===== src/rtl/comparator_bist_if.sv =====
// Comparator-side bus of the BIST: operands out, one-hot magnitude response back.
// The BIST end uses the master modport, the comparator under test the slave modport.
interface comparator_bist_if #(
  parameter int WIDTH = 4
);
  logic [WIDTH-1:0] a;
  logic [WIDTH-1:0] b;
  logic             a_greater;
  logic             a_equal;
  logic             a_less;

  modport master (
    output a, b,
    input  a_greater, a_equal, a_less
  );

  modport slave (
    input  a, b,
    output a_greater, a_equal, a_less
  );
endinterface


===== src/rtl/comparator_bist.sv =====
// Exhaustive sweep BIST for a magnitude comparator: drives every (a, b) pair,
// checks the one-hot response after HOLD cycles and records errors and the first failing pair.
module comparator_bist #(
  parameter int WIDTH = 4,
  parameter int HOLD  = 1
) (
  input  logic                 clk,
  input  logic                 rst,
  input  logic                 start,
  comparator_bist_if.master    cmp,
  output logic                 busy,
  output logic                 done,
  output logic                 pass,
  output logic [2*WIDTH:0]     err_count,
  output logic                 fail_valid,
  output logic [WIDTH-1:0]     fail_a,
  output logic [WIDTH-1:0]     fail_b
);

  localparam int              IW        = 2 * WIDTH;
  localparam logic [3:0]      HOLD_LAST = 4'(HOLD - 1);

  typedef enum logic [1:0] {IDLE, RUN, DONE} state_t;

  state_t          state_q, state_d;
  logic [IW-1:0]   idx;
  logic [3:0]      hold_cnt;
  logic [2:0]      exp_resp;
  logic [2:0]      act_resp;
  logic            check_now;
  logic            last_vec;
  logic            vec_fail;
  logic            launch;

  // Operands come straight from the index flops, so they are registered and
  // return to zero automatically when the index wraps after the last vector.
  assign cmp.a = idx[IW-1:WIDTH];
  assign cmp.b = idx[WIDTH-1:0];

  assign exp_resp  = {cmp.a > cmp.b, cmp.a == cmp.b, cmp.a < cmp.b};
  assign act_resp  = {cmp.a_greater, cmp.a_equal, cmp.a_less};
  assign check_now = (state_q == RUN) && (hold_cnt == HOLD_LAST);
  assign last_vec  = (idx == {IW{1'b1}});
  assign vec_fail  = (act_resp != exp_resp);
  assign launch    = (state_q != RUN) && start;

  assign busy = (state_q == RUN);
  assign done = (state_q == DONE);
  assign pass = done && (err_count == '0);

  always_ff @(posedge clk or posedge rst) begin
    if (rst) state_q <= IDLE;
    else     state_q <= state_d;
  end

  // NOTE: every combinational output gets a default first so no path infers a latch.
  always_comb begin
    state_d = state_q;
    unique case (state_q)
      IDLE, DONE: if (start)               state_d = RUN;
      RUN:        if (check_now && last_vec) state_d = DONE;
      default:                             state_d = IDLE;
    endcase
  end

  // NOTE: sequential state uses non-blocking assignments so all flops update from pre-edge values.
  always_ff @(posedge clk or posedge rst) begin
    if (rst) begin
      idx        <= '0;
      hold_cnt   <= '0;
      err_count  <= '0;
      fail_valid <= 1'b0;
      fail_a     <= '0;
      fail_b     <= '0;
    end else if (launch) begin
      idx        <= '0;
      hold_cnt   <= '0;
      err_count  <= '0;
      fail_valid <= 1'b0;
      fail_a     <= '0;
      fail_b     <= '0;
    end else if (check_now) begin
      idx      <= idx + IW'(1);
      hold_cnt <= '0;
      if (vec_fail) begin
        err_count <= err_count + (IW + 1)'(1);
        if (!fail_valid) begin
          fail_valid <= 1'b1;
          fail_a     <= cmp.a;
          fail_b     <= cmp.b;
        end
      end
    end else if (state_q == RUN) begin
      hold_cnt <= hold_cnt + 4'd1;
    end
  end

endmodule


===== src/flat_wrapper.sv =====
// flat-port wrapper written by rule: the top's interface ports become plain ports
module comparator_bist_flat 
#(
  parameter int WIDTH = 4,
  parameter int HOLD  = 1
)
  (clk, rst, start, busy, done, pass, err_count, fail_valid, fail_a, fail_b, cmp_a, cmp_b, cmp_a_greater, cmp_a_equal, cmp_a_less);
  comparator_bist_if #(.WIDTH(WIDTH)) cmp_i ();
  input  logic clk;
  input  logic rst;
  input  logic start;
  output logic busy;
  output logic done;
  output logic pass;
  output logic [2*WIDTH:0] err_count;
  output logic fail_valid;
  output logic [WIDTH-1:0] fail_a;
  output logic [WIDTH-1:0] fail_b;
  output wire logic [$bits(cmp_i.a)-1:0] cmp_a;
  output wire logic [$bits(cmp_i.b)-1:0] cmp_b;
  input wire logic [$bits(cmp_i.a_greater)-1:0] cmp_a_greater;
  input wire logic [$bits(cmp_i.a_equal)-1:0] cmp_a_equal;
  input wire logic [$bits(cmp_i.a_less)-1:0] cmp_a_less;
  assign cmp_a = cmp_i.a;
  assign cmp_b = cmp_i.b;
  assign cmp_i.a_greater = cmp_a_greater;
  assign cmp_i.a_equal = cmp_a_equal;
  assign cmp_i.a_less = cmp_a_less;
  comparator_bist #(.WIDTH(WIDTH), .HOLD(HOLD)) u_core (.clk(clk), .rst(rst), .start(start), .cmp(cmp_i), .busy(busy), .done(done), .pass(pass), .err_count(err_count), .fail_valid(fail_valid), .fail_a(fail_a), .fail_b(fail_b));
endmodule

===== config.mk =====
export PLATFORM = sky130hd
export DESIGN_NAME = comparator_bist_flat
export DESIGN_NICKNAME = d
export VERILOG_FILES = /design/src/rtl/comparator_bist_if.sv /design/src/rtl/comparator_bist.sv /design/src/flat_wrapper.sv
export SDC_FILE = /design/constraint.sdc
export NUM_CORES = 1
export LEC_CHECK = 0
export CAP_MARGIN = 20
export CORE_ASPECT_RATIO = 1.75
export CORE_MARGIN = 2
export CORE_UTILIZATION = 40
export DETAILED_ROUTE_END_ITERATION = 10
export DONT_BUFFER_PORTS = 1
export GPL_ROUTABILITY_DRIVEN = 0
export PLACE_DENSITY = 0.53
export REMOVE_ABC_BUFFERS = 1
export SLEW_MARGIN = 20
export SYNTH_ARGS = -nofsm -noshare
export SYNTH_HDL_FRONTEND = slang
export SYNTH_SLANG_ARGS = --single-unit

===== constraint.sdc =====
create_clock -name clk -period 2.3 [get_ports clk]
set_input_delay 0.23 -clock clk [delete_from_list [all_inputs] [get_ports clk]]
set_output_delay 0.23 -clock clk [all_outputs]
set_load 0.1 [all_outputs]

==> run metrics <==
CTS Root Cell clkbuf_8; H-tree Lvls 2; Hold Worst Slack ~0.047 ns; r2r endpoint u_core.err_count[6]; share of cells above drive strength 1 0.2523; hold depth 1; sequential share of the synthesized area 0.4482; crit path time final 2.164 ns; endpoints failing hold 0; final WL approximately 4500 µm; Mapped Area 1787 µm²; via count 1527; unrepaired setup endpoints after global routing no; worst hold start start; CTS sink cnt 32; starting density of the core 0.4094; P per Cell Area 1477 nW/µm²; CTS tree done; setup bufs post-CTS 0; Worst EP arrival 2.38 ns; first-pass GRT wire length ~7500 µm; setup slack, reg-to-reg approximately 0.14 ns; R2R Path Start u_core.idx[3]; nets@finish 237; cell count after synthesis 183; period utilization 0.9410; FF+latch count, synth 32; DRC 0; WS Path Type reg -> reg; final setup TNS 0 ns; Total GRT Usage 0.2065; CP Cell Sequence inv_1 > ha_1 > nand4_2 > xnor2_1 > nand4_1 > a21oi_1 > buf_4 > or4_1 > a21oi_2; Final ANT Viol Nets 0; Worst VDD drop just under 1 mV; Chip Height slightly above 90 µm; number of diodes 0; DP Wirelength between 3000 and 4000 µm; die width roughly 55 µm; Storage cell area between 800 and 900 µm²; Multi-input gate area ~910 µm²; maxcap violations 0; Post-synth EDFFs 0; Ys Warns 0; DR pass1 iterations 4; Synth Flop Type dfrtp_1; std cell rows 32; CTS clk-pin slew, worst paths ~0.070 ns; Worst setup SP type flop; largest net degree at the start of global routing 19; final slew viol count 0; CTS Buf Count 5; synth top area cells dfrtp_1 45%, ha_1 6.3%, mux2i_1 6.2%, nand2_1 5.0%, inv_1 3.4%; initial drt markers 31; Slowest cell on crit path or4_1; gr ovfl total 0; Area growth syn-to-layout 24.44%; family with the most delay on the worst path simple AND/OR/NAND/NOR gates; pre-CTS WS -0.06632 ns; I/O Pins 35; total chip power around 3300 µW; P_leak between 0.001 and 0.0015 µW; Placed Instances ~270; Worst Slack Setup Final approximately 0.14 ns; crit end category flop; Core Area about 4400 µm²; port buffer count 0; CP max stage delay between 0.4 and 0.5 ns; Vias/cell roughly 5.6; setup violators final 0; top cell type's share of synthesized area 0.4482; number of antenna violations at the first check in global routing 0; clock buffer depth 2; vias in the first global route approximately 1.6k; clk_skew 0.006717 ns; syn_area_per_cell between 9 and 10 µm²; CP bufs+invs 2; Reg2Reg Depth 9; die area a little over 5000 µm²; CP required approximately 2.5 ns; Post-Layout Cell Count about 270; share of synthesized flip-flops with an asynchronous set or reset 1.000; Hold Path Sink u_core.hold_cnt[1]; fill count 415; status finished, final reports clean; Synth area leader dfrtp_1; Routed WL per cell approximately 17 µm; Max Fclk 462.0 MHz; Hold Path Class in -> reg; max_slew headroom 0.5160; clock latency at the later pin of the worst-skew pair 0.28 ns; post-synth cell types 36; Slew @ Worst Pin around 0.73 ns; Crit Path Max Fanout 10
-- layout by cell type, fill, tap and decap left out, drive strengths merged --
master,Yosys,routed
buf,3,36
dfrtp,32,32
nand2,24,24
inv,16,16
nor2,12,12
mux2i,11,11
ha,9,9
o21ai,8,8
nand3,8,8
o31ai,8,8
a21oi,8,8
clkbuf,2,7
nand4,7,7
xnor2,6,6
and3,4,4
or4,4,4
nor3,4,4
nand2b,3,3
or3,2,2
and2,1,1
clkinv,1,1
nor2b,1,1
o211ai,1,1
nand4b,1,1
a2111o,1,1
o21a,1,1
a21o,1,1
a22o,1,1
nor4b,1,1
nor4,1,1
a31oi,1,1
dlygate4sd3,0,1
-- per-layer routing --
metal | global-route usage | part of all wire | vias to the layer above
li1 | - | - | 721
met1 | 0.2199 | 0.37 | 752
met2 | 0.3645 | 0.56 | 45
met3 | 0.04677 | 0.043 | 9
met4 | 0.09167 | 0.022 | 0
met5 | 0 | 0 | -
-- report_power, final --
group / switching, µW / leakage (µW) / total [µW] / internal (µW)
Clock: 202 / 0.0000503 / 469 / 266
Sequential: 131 / 0.000423 / 850 / 719
Combinational: 1460 / 0.000609 / 1960 / 507
-- logic make-up after synthesis --
logic type	after synthesis	share of synthesized area
adder cells (fa/ha/maj)	9	0.06303
flip-flops	32	0.4482
buffers and inverters	22	0.05882
AO/OA/AOI/OAI	30	0.1141
XOR/XNOR	6	0.02941
AND/OR/NAND/NOR	73	0.2248
multiplexers	11	0.06163
-- worst max-delay path by stage --
| stage | startpoint | endpoint | slack, ns | cells past startpoint |
|---|---|---|---|---|
| finish | u_core.idx[3] | u_core.err_count[6] | 0.14 | 9 |
| CTS | u_core.idx[3] | u_core.err_count[3] | 0.08 | 8 |
| global route | u_core.idx[1] | u_core.err_count[7] | 0.009 | 10 |
| detailed placement | u_core.idx[1] | u_core.fail_a[1] | -0.07 | 8 |
| global placement | u_core.idx[1] | u_core.fail_a[3] | 0.03 | 9 |
| floorplan | u_core.idx[1] | u_core.fail_b[3] | -0.95 | 8 |
-- through the flow --
stage               area, µm²  utilization
finish                   2223       0.5095
global route             2223       0.5095
CTS                      2203       0.5049
detailed placement       2092       0.4794
global placement         2092       0.4794
floorplan                1745            -
-- Yosys cell counts, types with 2 or more instances --
| library cell | count |
|---|---|
| nor2_1 | 12 |
| xnor2_1 | 6 |
| inv_1 | 16 |
| ha_1 | 9 |
| dfrtp_1 | 32 |
| or4_1 | 4 |
| nand4_1 | 6 |
| buf_6 | 3 |
| nand2_1 | 24 |
| a21oi_1 | 7 |
| clkbuf_1 | 2 |
| o21ai_0 | 8 |
| mux2i_1 | 11 |
| and3_1 | 4 |
| nand2b_4 | 2 |
| nand3_1 | 8 |
| nor3_1 | 3 |
| or3_1 | 2 |
| o31ai_1 | 7 |
-- flip-flops by register name (all words and copies together), names as in the netlist --
name / count
u_core.fail_a: 4
u_core.hold_cnt: 4
u_core.state_q: 2
u_core.fail_b: 4
u_core.idx: 8
u_core.fail_valid: 1
u_core.err_count: 9
-- cell type report --
class	instances	area share
multi-input combinational	129	0.4074
sequential	32	0.3602
timing repair buffer	37	0.1317
clock buffer	7	0.04333
inverter	17	0.02870
tap	51	0.02870
-- what timing repair did --
action	4_1_cts	5_1_grt
setup endpoints to repair	8	10
endpoints found under the hold margin	17	0
hold buffers	1	0
gates resized for setup	1	3
Note: power is estimated with default switching activity, not from simulation.
